### src/rtl/hamming_encoder.sv
// Multi-cycle SECDED (32,26) Hamming encoder: one parity bit per CALC cycle, overall parity in OVALL.
// Optional HAMMING_ENC_ERR_INJECT_EN adds an err_mask port that corrupts encoded_data for decoder testing.
//
// state | meaning
// IDLE  | waiting for start
// LOAD  | scatter latched payload into work register
// CALC  | compute parity p(2^idx), idx = 0..4
// OVALL | overall parity, register outputs, raise done
// DONE  | done pulse cycle; start here chains straight into LOAD

module hamming_encoder (
  input  logic        clk,
  input  logic        rst,
  input  logic [25:0] data_in,
  input  logic        start,
`ifdef HAMMING_ENC_ERR_INJECT_EN
  input  logic [31:0] err_mask,
`endif
  output logic [31:0] encoded_data,
  output logic [5:0]  parity_bits,
  output logic        done,
  output logic        busy
);

  typedef enum logic [2:0] {
    IDLE  = 3'd0,
    LOAD  = 3'd1,
    CALC  = 3'd2,
    OVALL = 3'd3,
    DONE  = 3'd4
  } state_t;

  state_t      state_q, state_d;
  logic [25:0] data_q, data_d;
  logic [31:0] work_q, work_d;
  logic [2:0]  idx_q, idx_d;
  logic [31:0] enc_q, enc_d;
  logic [5:0]  par_q, par_d;
  logic        done_q, done_d;
  logic [4:0]  ppos;
  logic [31:0] clean_cw;
`ifdef HAMMING_ENC_ERR_INJECT_EN
  logic [31:0] err_mask_q, err_mask_d;
`endif

  // Positions covered by parity p(2^j): index bit j set, parity position itself excluded.
  function automatic logic [31:0] parity_mask(input logic [2:0] j);
    logic [31:0] m;
    logic [4:0]  pos;
    m = '0;
    for (int i = 1; i < 32; i++) begin
      pos = i[4:0];
      if (pos[j] && (pos != (5'd1 << j)))
        m[i] = 1'b1;
    end
    return m;
  endfunction

  function automatic logic [31:0] place_data(input logic [25:0] d);
    logic [31:0] w;
    int k;
    w = '0;
    k = 0;
    for (int i = 1; i < 32; i++) begin
      if ((i & (i - 1)) != 0) begin
        w[i] = d[k[4:0]];
        k++;
      end
    end
    return w;
  endfunction

  always_comb begin
    state_d  = state_q;
    data_d   = data_q;
    work_d   = work_q;
    idx_d    = idx_q;
    enc_d    = enc_q;
    par_d    = par_q;
    done_d   = 1'b0;
    ppos     = 5'd1 << idx_q;
    clean_cw = {work_q[31:1], ^work_q[31:1]};
`ifdef HAMMING_ENC_ERR_INJECT_EN
    err_mask_d = err_mask_q;
`endif

    case (state_q)
      IDLE, DONE: begin
        state_d = IDLE;
        if (start) begin
          data_d  = data_in;
          idx_d   = 3'd0;
          state_d = LOAD;
`ifdef HAMMING_ENC_ERR_INJECT_EN
          err_mask_d = err_mask;
`endif
        end
      end
      LOAD: begin
        work_d  = place_data(data_q);
        state_d = CALC;
      end
      CALC: begin
        work_d[ppos] = ^(work_q & parity_mask(idx_q));
        if (idx_q == 3'd4)
          state_d = OVALL;
        else
          idx_d = idx_q + 3'd1;
      end
      OVALL: begin
`ifdef HAMMING_ENC_ERR_INJECT_EN
        enc_d = clean_cw ^ err_mask_q;
`else
        enc_d = clean_cw;
`endif
        par_d   = {clean_cw[0], work_q[16], work_q[8], work_q[4], work_q[2], work_q[1]};
        done_d  = 1'b1;
        state_d = DONE;
      end
      default: state_d = IDLE;
    endcase
  end

  always_ff @(posedge clk) begin
    if (rst) begin
      state_q <= IDLE;
      data_q  <= '0;
      work_q  <= '0;
      idx_q   <= '0;
      enc_q   <= '0;
      par_q   <= '0;
      done_q  <= 1'b0;
`ifdef HAMMING_ENC_ERR_INJECT_EN
      err_mask_q <= '0;
`endif
    end else begin
      state_q <= state_d;
      data_q  <= data_d;
      work_q  <= work_d;
      idx_q   <= idx_d;
      enc_q   <= enc_d;
      par_q   <= par_d;
      done_q  <= done_d;
`ifdef HAMMING_ENC_ERR_INJECT_EN
      err_mask_q <= err_mask_d;
`endif
    end
  end

  assign encoded_data = enc_q;
  assign parity_bits  = par_q;
  assign done         = done_q;
  assign busy         = (state_q == LOAD) || (state_q == CALC) || (state_q == OVALL);

endmodule

### config.mk
export PLATFORM = sky130hd
export DESIGN_NAME = hamming_encoder
export DESIGN_NICKNAME = d
export VERILOG_FILES = /design/src/rtl/hamming_encoder.sv
export SDC_FILE = /design/constraint.sdc
export NUM_CORES = 1
export LEC_CHECK = 0
export ABC_AREA = 1
export CORE_AREA = 2 2 111 113
export DETAILED_ROUTE_END_ITERATION = 16
export DIE_AREA = 0 0 113 115
export PLACE_DENSITY = 0.82
export RECOVER_POWER = 25
export SLEW_MARGIN = 15
export SYNTH_ARGS = -nofsm -noshare
export SYNTH_HDL_FRONTEND = slang
export SYNTH_SLANG_ARGS = --single-unit
### constraint.sdc
create_clock -name clk -period 2.7 [get_ports clk]
set_input_delay 0.405 -clock clk [delete_from_list [all_inputs] [get_ports clk]]
set_output_delay 0.405 -clock clk [all_outputs]
set_load 0.01 [all_outputs]
==> Yosys cells after proc, flatten, opt, wreduce, memory -nomap -nowiden <==
Memories as Yosys holds them, arrays and structs flattened. A register that Yosys moved wholly into a read port is not among the register bits.
Index checks and enable logic that the tools add are counted.
{ "totals": {"reg_bits": 103, "romBits": 248, "input_bits": 29, "output_inout_bits": 40, "memories": 31} }
{ "memory_table": {"columns": ["name", "words", "word_bits", "rd", "rd_clocked_by_memory_dff", "wr", "line", "text"], "rows": [
  ["(no name shown)", 8, 1, 1, 1, 0, "53", "if (pos[j] && (pos != (5'd1 << j)))"],
  ["(no name shown)", 8, 1, 1, 1, 0, "53", null],
  ["(no name shown)", 8, 1, 1, 1, 0, "53", null],
  ["(no name shown)", 8, 1, 1, 1, 0, "53", null],
  ["(no name shown)", 8, 1, 1, 1, 0, "53", null],
  ["(no name shown)", 8, 1, 1, 1, 0, "53", null],
  ["25 more memories", null, null, null, null, null, null, null]
]} }
{ "op_classes": {"n_addsub": 25, "order_cmp": 28, "eq_ne": 39, "shift": 1, "mux": 241, "n_bitwise": 1, "n_reduce_logical": 42} }
{ "op_table": {"columns": ["cell", "count"], "rows": [
  ["$mux W3", 65],
  ["$lt A5 B6 Y1 const B", 26],
  ["$bmux W1 S5", 25],
  ["$mux W5", 25],
  ["$mux W1", 121],
  ["$add A5 B2 Y5 const B", 24],
  ["$ne A5 B5 Y1 const A", 16],
  ["$pmux W32 S2", 1],
  ["$ne A4 B5 Y1 const A", 8],
  ["$and A32 B32 Y32", 1],
  ["$bwmux W32", 1],
  ["$logic_and A1 B1 Y1", 32],
  ["$reduce_xor A32 Y1", 1],
  ["$reduce_xor A31 Y1", 1],
  ["$ne A3 B5 Y1 const A", 4],
  ["$pmux W3 S4", 1],
  ["$ne A2 B5 Y1 const A", 2],
  ["$eq A3 B2 Y1 const B", 2],
  ["$eq A3 B3 Y1 const B", 2],
  ["$ne A2 B2 Y1 const B", 3],
  ["$pmux W3 S2", 1],
  ["$demux W1 S5", 1],
  ["$ge A5 B1 Y1 const B", 1],
  ["$ne A1 B5 Y1 const A", 1],
  ["10 further kinds", 12]
]} }

==> Logic depth before layout (Yosys ltp) <==
Gate-level depths: netlist of run 1.
{ "depth": {"ltp_word": 53, "depth_mapped": 19, "depth_no_buf": 18} }

==> Worst setup path after synthesis of run 1 <==
Ideal clock, no wire load.
{ "synth_path": {"path_type": "flip-flop to flip-flop", "startpoint": "register idx_q[1]", "endpoint": "register (tool-made name)", "setup_time_ns": 0.121, "t_arrival_ns": 2.232, "t_required_ns": 2.579, "setup_slack_ns": 0.347, "path_stages_with_launch": 12, "n_path_buf": 0, "period_less_slack_ns": 2.353, "path_cell_list": "dfxtp_1 -> inv_1 -> ha_1 -> nand2_1 -> inv_1 -> nor2_1 -> nand2_1 -> a21oi_1 -> inv_1 -> ha_1 -> nor2_1 -> nor2_1"} }
{ "synth_lines": {"columns": ["item", "line", "text"], "rows": [
  ["start: declaration", "36", "logic [2:0] idx_q, idx_d;"],
  ["start signal: assignment", "140", "idx_q <= idx_d;"]
]} }

==> Worst setup path in the final report of run 1 <==
{ "layout_path": {"startpoint": "register idx_q[1]", "endpoint": "register work_q[12]"} }
{ "layout_via": {"elab_chain_len": 9, "elab_cells_between_ends": 134, "classes_between": "order compare (2); eq/ne (31); shift (1); mux (66); bitwise (1); reduce/logical (33)"} }
{ "layout_lines": {"columns": ["item", "line", "text"], "rows": [
  ["$shl A1 B3 Y5 (*)", "53, 81", null],
  ["$ne A1 B5 Y1, or another cell as far along", "53", null],
  ["$logic_and A1 B1 Y1", "53", null],
  ["$mux W1", "53", null],
  ["$mux W1", "87", "case (state_q)"],
  ["$and A32 B32 Y32", "104", "work_d[ppos] = ^(work_q & parity_mask(idx_q));"],
  ["$reduce_xor A32 Y1", "104", null],
  ["$bwmux W32 (*)", "104", null],
  ["$pmux W32 S2 (*)", "87", null],
  ["end signal: assignment", "139", "work_q <= work_d;"],
  ["end: declaration", "35", "logic [31:0] work_q, work_d;"]
]} }
Mark *: on every way between the ends. The rest lies on a longest branch, timed or not. The select of a mux whose other input is x is not followed.
A chain may end at the register's enable or synchronous reset.

==> flow_summary.ini, run 1 <==
[route]
ant_nets = 0
num_vias = 5429
wirelength_um = 15000
drc = 5
wire_per_inst_um = 14.2
dr.pass1.iters = 11
drt_iter0_drc = 410
vias_per_cell = 5.14

[power]
pwr_density_cell_mw_per_mm2 = 699
intPower_mw = 3.74
power_frac_seq_pct = 39.7
peakVddDrop_mv = 0.382
power.switching_mw = 1.37
power.leakage_nw = 3.29
swShare_pct = 26.8
pwr-share-clk_pct = 45.6
p_comb_share_pct = 14.7

[sta]
fin_hold_ws_ns = 0.472
fin_crit_sh_pct = 91.4
setup-tns-final_ns = 0
setup_viol = 0
worst_pin_slew_ns = 1.04
period_minus_slack_ns = 2.47
slew_headroom_pct = 30.6
timing.fmax_ghz = 0.405
rsz0062_at_grt = false
hold_viol = 0
skew_ns = 0.0146
final_max_slew_viol_count = 0

[clock_tree]
clk-insertion-delay-late_ns = 0.41
clk_path_buf_depth = 2
clock-sinks = 126
tritoncts = done
path_clk_slew_ns = 0.06
h-tree-depth = 4
numCtsBuffers = 17
clock-root-buffer = clkbuf_16
cts_hold_buf = 0

[flow_run]
drv_cap = 0

[global_route]
grt_pass1_vias = 5123
grt_overflow = 0
antenna_found_initial = 0
grt_pass1_wl_um = 25100
grt_util_all_layers_pct = 24.4
grt_max_degree = 60

[floorplanning]
die_y_um = 115
die-area_mm2 = 0.0130
initial_core_util_pct = 49.4
row_count = 40
core_area_mm2 = 0.0118
die_x_um = 113
ioPinCount = 69

[placed_design]
portBuffers = 68
dpl_cell_area_mm2 = 0.00668
gp_congestion = 0.955
dp_hpwl_um = 10200

[critical_path]
path_class = reg2reg
end_kind = flop
start_kind = flop
cp.arrival_ns = 2.80
cpMostUsedCell = nand2_1
max_stage_delay_ns = 0.37
crit_chain = inv_1 > ha_2 > nand3_1 > buf_4 > inv_1 > nand2_1 > nand2_1 > nand2_2 > nand2_2 > nand2_1 > nand2_1 > nand2_1 > nand2_1 > nand2_1 > nand3_2 > buf_12 > nand3_2 > a21oi_1
cp.required_ns = 3.03
path_buf_inv = 4
slowest_stage = dfxtp_2
critPathMaxFanout = 13
critical-path-top-delay-family = simple AND/OR/NAND/NOR gates

[finish]
fillers = 1041
antenna_cells = 0
multi_input_area_mm2 = 0.00284
area_growth_pct = 25.4
ff_latch_area_mm2 = 0.00252
final_area_mm2 = 0.00731
fin_nets = 937
drive_gt1_share_pct = 9.24
finish.utilization_pct = 61.9

[synthesis]
synth_area_mm2 = 0.00583
ys_seq_area_share_pct = 43.3
synth_cells = 827
ys_ff_latch = 126
avgSynthCellArea_um2 = 7.05
synth_cell_types = 29
syn_nets = 867
yosys_warnings = 0

[outcome]
status = finished with violations
violations = design-rule violations

[min_path]
hold_path.class = reg2reg
[repair_timing]
action	4_1_cts	5_1_grt
resized for setup	0	7
buffers inserted	0	1
setup endpoints to repair	0	23
[worst paths after layout]
kind,slack (ns),start,cells past startpoint,endpoint
max,0.23,idx_q[1]$_SDFFE_PP0P_,18,work_q[12]$_SDFFE_PP0P_
min,0.47,encoded_data[29]$_SDFFE_PP0P_,2,encoded_data[29]$_SDFFE_PP0P_
max reg2reg,0.23,idx_q[1]$_SDFFE_PP0P_,18,work_q[12]$_SDFFE_PP0P_
min reg2reg,0.47,encoded_data[29]$_SDFFE_PP0P_,2,encoded_data[29]$_SDFFE_PP0P_
[Yosys cell counts (all sizes together)]
master,n,area (um^2)
a21oi,56,292
a22oi,1,7.51
buf,15,109
clkbuf,23,86.3
clkinv,2,7.51
dfxtp,126,2520
ha,11,138
inv,79,297
nand2,173,677
nand3,40,230
nand3b,1,7.51
nand4,4,25.0
nor2,166,633
nor3,9,45.0
o21ai,80,400
o21bai,3,22.5
xnor2,29,254
xor2,9,78.8
[layout make-up]
type,count,area share (%)
clock buffers,18,6.01
clock inverters,13,2.26
inverters,81,4.16
multi-input cells,582,38.8
flip-flops and latches,126,34.5
well taps,147,2.52
repair buffers,89,11.8
[kinds of logic after synthesis]
logic type	Yosys count	synth area share [%]
and+or+nand+nor	393	27.7
AOI/OAI and AO/OA	140	12.4
DFF	126	43.3
buffers and inverters	119	8.56
xor gates and xnor gates	38	5.71
adders and majority gates	11	2.36
[cell usage in the layout, fill, tap and decap left out, types with 3 or more instances in the layout]
master and count:
nor2_1 164, nand2_1 163, dfxtp_1 125, o21ai_0 78
inv_1 73, a21oi_1 53, dlygate4sd3_1 35, nand3_1 33
clkdlybuf4s50_1 33, xnor2_1 29, buf_4 18, clkbuf_16 17
nand2_2 9, xor2_1 9, nor3_1 8, ha_1 8
nand3_2 7, inv_2 6, nand4_1 4, clkinvlp_4 4
o21bai_1 3, a21oi_2 3, ha_2 3, bufinv_16 3
[worst reg2reg max path, cell delays in order, from the launching register on]
cell and delay [ns]:
dfxtp_2 0.37, inv_1 0.12, ha_2 0.25, nand3_1 0.12
buf_4 0.16, inv_1 0.09, nand2_1 0.09, nand2_1 0.10
nand2_2 0.06, nand2_2 0.09, nand2_1 0.05, nand2_1 0.11
nand2_1 0.06, nand2_1 0.08, nand2_1 0.09, nand3_2 0.11
buf_12 0.15, nand3_2 0.11, a21oi_1 0.17
[power groups by stage]
stage / logic (mW) / clock network, mW / registers (mW)
floorplan: 0.496 / 0 / 2.05
global placement: 0.728 / 0 / 2.06
detailed placement: 0.739 / 0 / 2.07
CTS: 0.750 / 2.35 / 2.03
global route: 0.840 / 2.43 / 2.04
finish: 0.752 / 2.33 / 2.03
[metrics by stage]
step                cells  setup slack (ns)  power [mW]
detailed placement   1024             0.170        2.80
floorplan             827             0.347        2.55
global placement     1024             0.181        2.79
CTS                  1055            0.0432        5.12
finish               1056             0.232        5.11
global route         1056           0.00154        5.31
[layer usage]
metal  up-vias  track usage [%]  share of wire [%]
met3        29             4.38                5.7
met5         -                0                  0
met1      2469             30.6                 44
met4         0             10.1                2.9
li1       2754                -                  -
met2       177             41.6                 47
(Power assumes the default switching activity.)
==> run 2: changes to the inputs <==
--- a/config.mk
+++ b/config.mk
@@ -9,6 +9,7 @@
 export CORE_AREA = 2 2 111 113
 export DETAILED_ROUTE_END_ITERATION = 16
 export DIE_AREA = 0 0 113 115
+export HOLD_SLACK_MARGIN = 0.1
 export PLACE_DENSITY = 0.82
 export RECOVER_POWER = 25
 export SLEW_MARGIN = 15
==> results of run 2 <==
The final DEF is identical to that of run 1; final timing and power are the same.
